--- config.mk ---
export PLATFORM = sky130hd
export DESIGN_NAME = ex_stall_sequencer
export DESIGN_NICKNAME = d
export VERILOG_FILES = /design/src/rtl/ex_stall_sequencer.sv
export SDC_FILE = /design/constraint.sdc
export NUM_CORES = 1
export LEC_CHECK = 0
export ABC_AREA = 1
export CAP_MARGIN = 0
export CORE_ASPECT_RATIO = 0.6
export CORE_MARGIN = 2
export CORE_UTILIZATION = 58
export DETAILED_ROUTE_END_ITERATION = 6
export DONT_BUFFER_PORTS = 1
export GPL_ROUTABILITY_DRIVEN = 1
export MAX_ROUTING_LAYER = met4
export PLACE_DENSITY = 0.76
export SLEW_MARGIN = 30
export SYNTH_ARGS = -nofsm -noshare
export SYNTH_HDL_FRONTEND = slang
export SYNTH_SLANG_ARGS = --single-unit
--- constraint.sdc ---
create_clock -name clk -period 1.6 [get_ports clk]
set_input_delay 0.16 -clock clk [delete_from_list [all_inputs] [get_ports clk]]
set_output_delay 0.16 -clock clk [all_outputs]
set_load 0.05 [all_outputs]
--- src/rtl/ex_stall_sequencer.sv ---
// EX-stage pipeline controller: sequences multi-cycle units, load-use bubbles and
// redirect flushes for ID/EX, IF/ID and PC, with a BUSY watchdog and stall counter.
module ex_stall_sequencer #(
  parameter int unsigned TIMEOUT_CYCLES = 64,
  parameter int unsigned CNT_W          = 32
) (
  input  logic             clk,
  input  logic             reset_n,
  input  logic             ex_valid,
  input  logic             ex_multicycle,
  input  logic             unit_done,
  input  logic             redirect,
  input  logic             ex_mem_read,
  input  logic [4:0]       ex_rd_addr,
  input  logic             ex_rd_fp,
  input  logic [4:0]       id_rs1_addr,
  input  logic [4:0]       id_rs2_addr,
  input  logic [4:0]       id_rs3_addr,
  input  logic [2:0]       id_use_rs,
  input  logic [2:0]       id_rs_fp,
  output logic             unit_start,
  output logic             unit_abort,
  output logic             idex_hold,
  output logic             idex_flush,
  output logic             ifid_stall,
  output logic             pc_stall,
  output logic             busy,
  output logic             timeout_err,
  output logic [CNT_W-1:0] stall_cycles
);

  localparam int unsigned TW = (TIMEOUT_CYCLES > 2) ? $clog2(TIMEOUT_CYCLES) : 1;

  typedef enum logic [1:0] {
    IDLE    = 2'd0,
    BUSY    = 2'd1,
    RELEASE = 2'd2
  } state_e;

  state_e           state_q, state_d;
  logic [TW-1:0]    timer_q, timer_d;
  logic [CNT_W-1:0] cnt_q;

  logic       start_c, abort_c, hold_c, flush_c, ifid_c, pc_c, tmo_c;
  logic [2:0] rs_match;
  logic       load_use;

  // An integer x0 destination can never carry a real dependency; FP f0 can.
  always_comb begin
    rs_match[0] = id_use_rs[0] && (id_rs1_addr == ex_rd_addr) && (id_rs_fp[0] == ex_rd_fp);
    rs_match[1] = id_use_rs[1] && (id_rs2_addr == ex_rd_addr) && (id_rs_fp[1] == ex_rd_fp);
    rs_match[2] = id_use_rs[2] && (id_rs3_addr == ex_rd_addr) && (id_rs_fp[2] == ex_rd_fp);
    load_use    = ex_valid && ex_mem_read && (|rs_match)
                  && !(!ex_rd_fp && (ex_rd_addr == 5'd0));
  end

  always_comb begin
    state_d = state_q;
    timer_d = timer_q;
    start_c = (state_q == IDLE) && ex_valid && ex_multicycle && !redirect;
    abort_c = 1'b0;
    hold_c  = 1'b0;
    flush_c = 1'b0;
    ifid_c  = 1'b0;
    pc_c    = 1'b0;
    tmo_c   = 1'b0;
    // Redirect overrides everything, including a same-cycle unit_done.
    if (redirect) begin
      flush_c = 1'b1;
      abort_c = (state_q == BUSY);
      state_d = IDLE;
      timer_d = '0;
    end else begin
      case (state_q)
        IDLE: begin
          if (start_c) begin
            hold_c  = 1'b1;
            ifid_c  = 1'b1;
            pc_c    = 1'b1;
            state_d = BUSY;
            timer_d = TW'(1);
          end else if (load_use) begin
            flush_c = 1'b1;
            ifid_c  = 1'b1;
            pc_c    = 1'b1;
          end
        end
        BUSY: begin
          hold_c  = 1'b1;
          ifid_c  = 1'b1;
          pc_c    = 1'b1;
          timer_d = timer_q + TW'(1);
          if (unit_done) begin
            state_d = RELEASE;
            timer_d = '0;
          end else if (timer_q == TW'(TIMEOUT_CYCLES - 1)) begin
            tmo_c   = 1'b1;
            abort_c = 1'b1;
            state_d = RELEASE;
            timer_d = '0;
          end
        end
        RELEASE: begin
          state_d = IDLE;
          timer_d = '0;
        end
        default: begin
          state_d = IDLE;
          timer_d = '0;
        end
      endcase
    end
  end

  always_ff @(posedge clk or negedge reset_n) begin
    if (!reset_n) begin
      state_q <= IDLE;
      timer_q <= '0;
      cnt_q   <= '0;
    end else begin
      state_q <= state_d;
      timer_q <= timer_d;
      if (pc_c && (cnt_q != '1)) cnt_q <= cnt_q + CNT_W'(1);
    end
  end

  // Combinational handshakes are forced low while reset is asserted.
  assign unit_start   = reset_n && start_c;
  assign unit_abort   = reset_n && abort_c;
  assign idex_hold    = reset_n && hold_c;
  assign idex_flush   = reset_n && flush_c;
  assign ifid_stall   = reset_n && ifid_c;
  assign pc_stall     = reset_n && pc_c;
  assign timeout_err  = reset_n && tmo_c;
  assign busy         = reset_n && (state_q == BUSY);
  assign stall_cycles = cnt_q;

endmodule

==> flow_summary_export.csv, run 1 <==
group,metric,value,unit
outcome,status,"stopped before the end",
outcome,failing_step,"5_1_grt",
outcome,error_line,"[ERROR DPL-0038] Utilization greater than 100%, impossible to legalize",
logic_synthesis,synth-seq-cells,40,
logic_synthesis,ys.flop_type,"dfrtp_1",
logic_synthesis,synth_area,0.00308,sq mm
floorplan,ios,74,
logic_synthesis,synth_top_family_by_area,"simple AND/OR/NAND/NOR gates",
logic_synthesis,synthSimpleGateAreaFrac,0.488,
logic_synthesis,synth_mux_area_frac,0,
global_route,grt_max_degree,41,
clocking,htree_levels,2,
logic_synthesis,seq_area_frac_synth,0.325,
timing,worst_endpoint_kind,"primary output",
floorplan,rows,20,
timing,crit_endpoint,"unit_abort",
logic_synthesis,synthArstFlopShare,1.00,
floorplan,die_w,98.1,microns
logic_synthesis,syn_nets,529,
placement,gp_congestion,1.07,
logic_synthesis,avgSynthCellArea,6.25,sq um
clocking,cts_inserted_buffers,5,
logic_synthesis,synthDistinctLibCells,29,
clocking,cts.sinks,40,
logic_synthesis,synth-edff-count,0,
placement,dpl_cell_area,0.00390,sq mm
logic_synthesis,yosys_warnings,0,
logic_synthesis,synthXorXnorAreaFrac,0.0569,
clocking,root_buffer,"clkbuf_8",
floorplan,start_util,0.606,
logic_synthesis,synthCells,493,
placement,dpl.hpwl,7.74,mm
floorplan,die_h,60.4,microns
logic_synthesis,synth-compound-area-share,0.0272,
logic_synthesis,synth-adder-area-share,0.00813,
clocking,clk_path_buf_depth,2,
placement,port_buffers,0,
-- cells in the mapped netlist, types with 4 or more instances --
cell type | instances | area share
o21ai_0 | 6 | 0.0098
nand2_1 | 204 | 0.25
xor2_1 | 15 | 0.043
clkbuf_1 | 5 | 0.0061
nor3_1 | 13 | 0.021
inv_1 | 53 | 0.065
buf_2 | 4 | 0.0065
nand4_1 | 37 | 0.075
dfrtp_1 | 40 | 0.33
nand3_1 | 20 | 0.033
nor2_1 | 62 | 0.076
xnor2_1 | 5 | 0.014
-- cells by family after synthesis --
kind of cell               count (synthesis)
and+or+nand+nor                          348
AOI/OAI and AO/OA                         14
buffers and inverters                     69
xor gates and xnor gates                  20
adders and majority gates                  2
DFF                                       40
-- stage by stage --
step | TNS [ns] | cells | hold WS, ns | worst slack (ns) | utilization
CTS | -3.25 | 681 | 0.0235 | -0.338 | 0.919
detailed placement | -1.51 | 634 | -0.135 | -0.0694 | 0.767
global placement | -0.0195 | 634 | -0.135 | -0.0102 | 0.767
floorplan | -4.31 | 493 | -0.136 | -0.141 | -
-- what timing repair did --
| action | 4_1_cts |
|---|---|
| endpoints found under the hold margin | 40 |
| pin swaps | 31 |
| endpoints found under the setup margin | 36 |
| resized for setup | 69 |
| hold buffers | 2 |
| setup buffers | 32 |
| gates cloned | 6 |
==> run 2: changes to the inputs <==
--- a/config.mk
+++ b/config.mk
@@ -7,14 +7,12 @@
 export LEC_CHECK = 0
 export ABC_AREA = 1
 export CAP_MARGIN = 0
-export CORE_ASPECT_RATIO = 0.6
 export CORE_MARGIN = 2
-export CORE_UTILIZATION = 58
+export CORE_UTILIZATION = 40
 export DETAILED_ROUTE_END_ITERATION = 6
 export DONT_BUFFER_PORTS = 1
 export GPL_ROUTABILITY_DRIVEN = 1
-export MAX_ROUTING_LAYER = met4
-export PLACE_DENSITY = 0.76
+export PLACE_DENSITY_LB_ADDON = 0.15
 export SLEW_MARGIN = 30
 export SYNTH_ARGS = -nofsm -noshare
 export SYNTH_HDL_FRONTEND = slang
==> constraint.sdc (replaced) <==
create_clock -name clk -period 2.1 [get_ports clk]
set_input_delay 0.21 -clock clk [delete_from_list [all_inputs] [get_ports clk]]
set_output_delay 0.21 -clock clk [all_outputs]
set_load 0.05 [all_outputs]
==> flow_summary_export.csv, run 2 <==
group,metric,value,unit
worst_setup_path,r2r_setup_slack,0.21,ns
drt,finalWirelength,9.19,mm
worst_setup_path,start_kind,"register",
drt,drtAntennaViolNets,0,
cells_and_area,areaGrowthSynthToFinish,19.2,%
cells_and_area,layout_commonest_cell,"nand2_1",
logic_synthesis,avgSynthCellArea,6.25,sq um
floorplan,start_util,0.418,
worst_hold_path,hold_path_end,"state_q[1]$_DFFE_PN0P_",
placement,gp_congestion,0.952,
timing,relSlewSlack,0.652,
worst_setup_path,crit_required,1.89,ns
flow_run,drv_cap,0,
worst_setup_path,r2r_cells,8,
clocking,path_clk_slew,0.08,ns
logic_synthesis,synth_area,0.00308,sq mm
worst_setup_path,path_class,"register to primary output",
worst_hold_path,hold_path_depth,3,
power,p_leak,1.89,nW
floorplan,coreArea,0.00737,sq mm
logic_synthesis,synthDistinctLibCells,29,
placement,detailedPlace.worstSlack,0.0773,ns
drt,drc_errors,0,
logic_synthesis,synth_mux_area_frac,0,
logic_synthesis,synthXorXnorAreaFrac,0.0569,
logic_synthesis,synth_top_cell_by_area,"dfrtp_1",
drt,vias_per_cell,4.97,
cells_and_area,regArea,0.00100,sq mm
cells_and_area,fin_util,0.498,
logic_synthesis,seq_area_frac_synth,0.325,
drt,drtIter0Drc,133,
placement,dpl.hpwl,7.25,mm
logic_synthesis,synth_area_leaders,"dfrtp_1, nand2_1, nor2_1",
clocking,cts_setup_buffers,0,
logic_synthesis,synthArstFlopShare,1.00,
floorplan,die-area,0.00842,sq mm
global_route,grt_max_degree,41,
worst_setup_path,critical_path_arrival,1.68,ns
clocking,cts.sinks,40,
logic_synthesis,ys.flop_type,"dfrtp_1",
worst_setup_path,cp-end-kind,"primary output",
clocking,htree_levels,2,
outcome,status,"finished clean",
clocking,tritoncts,"built",
timing,post-route-min-period,1.89,ns
logic_synthesis,yosys.area.top_type_share,0.325,
timing,fin_skew,0.00945,ns
cells_and_area,antenna_cells,0,
floorplan,die_h,91.7,microns
drt,routedWlPerCell,14.4,microns
worst_setup_path,reg2reg_to,"stall_cycles[15]$_DFFE_PN0P_",
timing,tns,0,ns
clocking,worstSkewPairLatency,0.30,ns
logic_synthesis,yosys_warnings,0,
placement,port_buffers,0,
power,pwr_density_cell,550,mW/mm^2
cells_and_area,largest_reg_flops,32,
logic_synthesis,synth_top_family_by_area,"simple AND/OR/NAND/NOR gates",
logic_synthesis,synth_commonest_cells,"nand2_1, nor2_1, inv_1",
global_route,antenna_found_initial,0,
worst_setup_path,r2r_start,"stall_cycles[0]$_DFFE_PN0P_",
logic_synthesis,synth-edff-count,0,
clocking,root_buffer,"clkbuf_8",
global_route,grt_pass1_wl,15.2,mm
logic_synthesis,synth-seq-cells,40,
worst_hold_path,hp-start,"redirect",
timing,fmax,528,MHz
timing,tightest_slew,0.518,ns
logic_synthesis,synth_most_common_cell,"nand2_1",
floorplan,rows,31,
drt,drtPass1Iterations,4,
logic_synthesis,synth-compound-area-share,0.0272,
cells_and_area,most-common-layout-cells,"nand2_1, nor2_1, inv_1",
cells_and_area,drive_gt1_frac,0.139,
global_route,overflow,0,
floorplan,ios,74,
worst_setup_path,critPathMaxFanout,4,
global_route,grt_usage,0.230,
logic_synthesis,synthSimpleGateAreaFrac,0.488,
power,peakVddDrop,0.342,mV
floorplan,die_w,91.7,microns
timing,setup_viol,0,
timing,drv_slew,0,
global_route,grt_pass1_vias,3035,
logic_synthesis,synthCells,493,
worst_hold_path,hp-class,"input pin to register",
timing,hold_viol,0,
cells_and_area,multi_input_area,0.00181,sq mm
cells_and_area,finalNetCount,573,
logic_synthesis,syn_nets,529,
cells_and_area,nFillCells,813,
drt,num_vias,3164,
timing,rsz0062_at_grt,"no",
clocking,clk_path_buf_depth,2,
clocking,cts_inserted_buffers,5,
timing,finalCritPeriodShare,0.902,
logic_synthesis,synth-adder-area-share,0.00813,
timing,setup_ws,0.205,ns
## run 2: cell counts after synthesis
No cell type changed its count.
## run 2: stage by stage
step	hold WS, ns	total power [mW]	std cells	instance area [sq um]
after floorplan	-0.0856	1.21	493	3090
after global routing	0.0780	2.12	637	3670
after CTS	0.0551	2.04	637	3660
after detailed placement	-0.0847	1.36	627	3520
after global placement	-0.0847	1.36	627	3520
final	0.0663	2.02	637	3670
## run 2: where the power goes
part	leakage (nW)	total, mW	internal [mW]	switching (mW)
sequential	0.552	0.841	0.809	0.0318
combinational	1.28	0.535	0.150	0.385
clock	0.0541	0.643	0.352	0.291
total	1.89	2.02	1.31	0.709
## run 2: metal layers
metal,routed length (microns),GRT usage,vias up
li1,-,-,1646
met5,0,0,-
met4,168,0.0684,0
met2,4010,0.355,92
met1,4420,0.323,1414
met3,593,0.0518,12
## run 2: critical path, stage by stage, from the launching register on
cell and delay (ns):
dfrtp_1 0.42, nor2_2 0.13, nand4_1 0.15, nand2_1 0.09, inv_1 0.04, nand2_2 0.13
nand2_1 0.09, nor2_2 0.14, buf_12 0.19
## run 2: worst max-delay path by stage
stage / start / endpoint / slack (ns) / cells past startpoint
global placement: stall_cycles[0]$_DFFE_PN0P_ / stall_cycles[15]$_DFFE_PN0P_ / -0.06 / 8
floorplan: state_q[1]$_DFFE_PN0P_ / unit_abort / -0.20 / 4
global route: timer_q[0]$_DFFE_PN0P_ / timeout_err / 0.006 / 8
CTS: stall_cycles[0]$_DFFE_PN0P_ / stall_cycles[15]$_DFFE_PN0P_ / 0.05 / 8
finish: state_q[1]$_DFFE_PN0P_ / pc_stall / 0.21 / 8
detailed placement: stall_cycles[1]$_DFFE_PN0P_ / stall_cycles[31]$_DFFE_PN0P_ / 0.08 / 10
## run 2: layout make-up
cell class,count,area share
clock buffer,5,0.0188
clock inverter,3,0.0116
inverter,56,0.0573
multi-input combinational,384,0.492
sequential,40,0.273
tap,99,0.0338
timing repair buffer,50,0.113
## run 2: kinds of logic after synthesis
logic type                 count (synthesis)
xor gates and xnor gates                  20
DFF                                       40
AOI/OAI and AO/OA                         14
and+or+nand+nor                          348
adders and majority gates                  2
buffers and inverters                     69
## run 2: what timing repair did
item,4_1_cts,5_1_grt
hold endpoints to repair,40,0
endpoints found under the setup margin,0,5
hold buffers,2,0
resized for setup,0,4
Note: power is estimated with default switching activity, not from simulation.
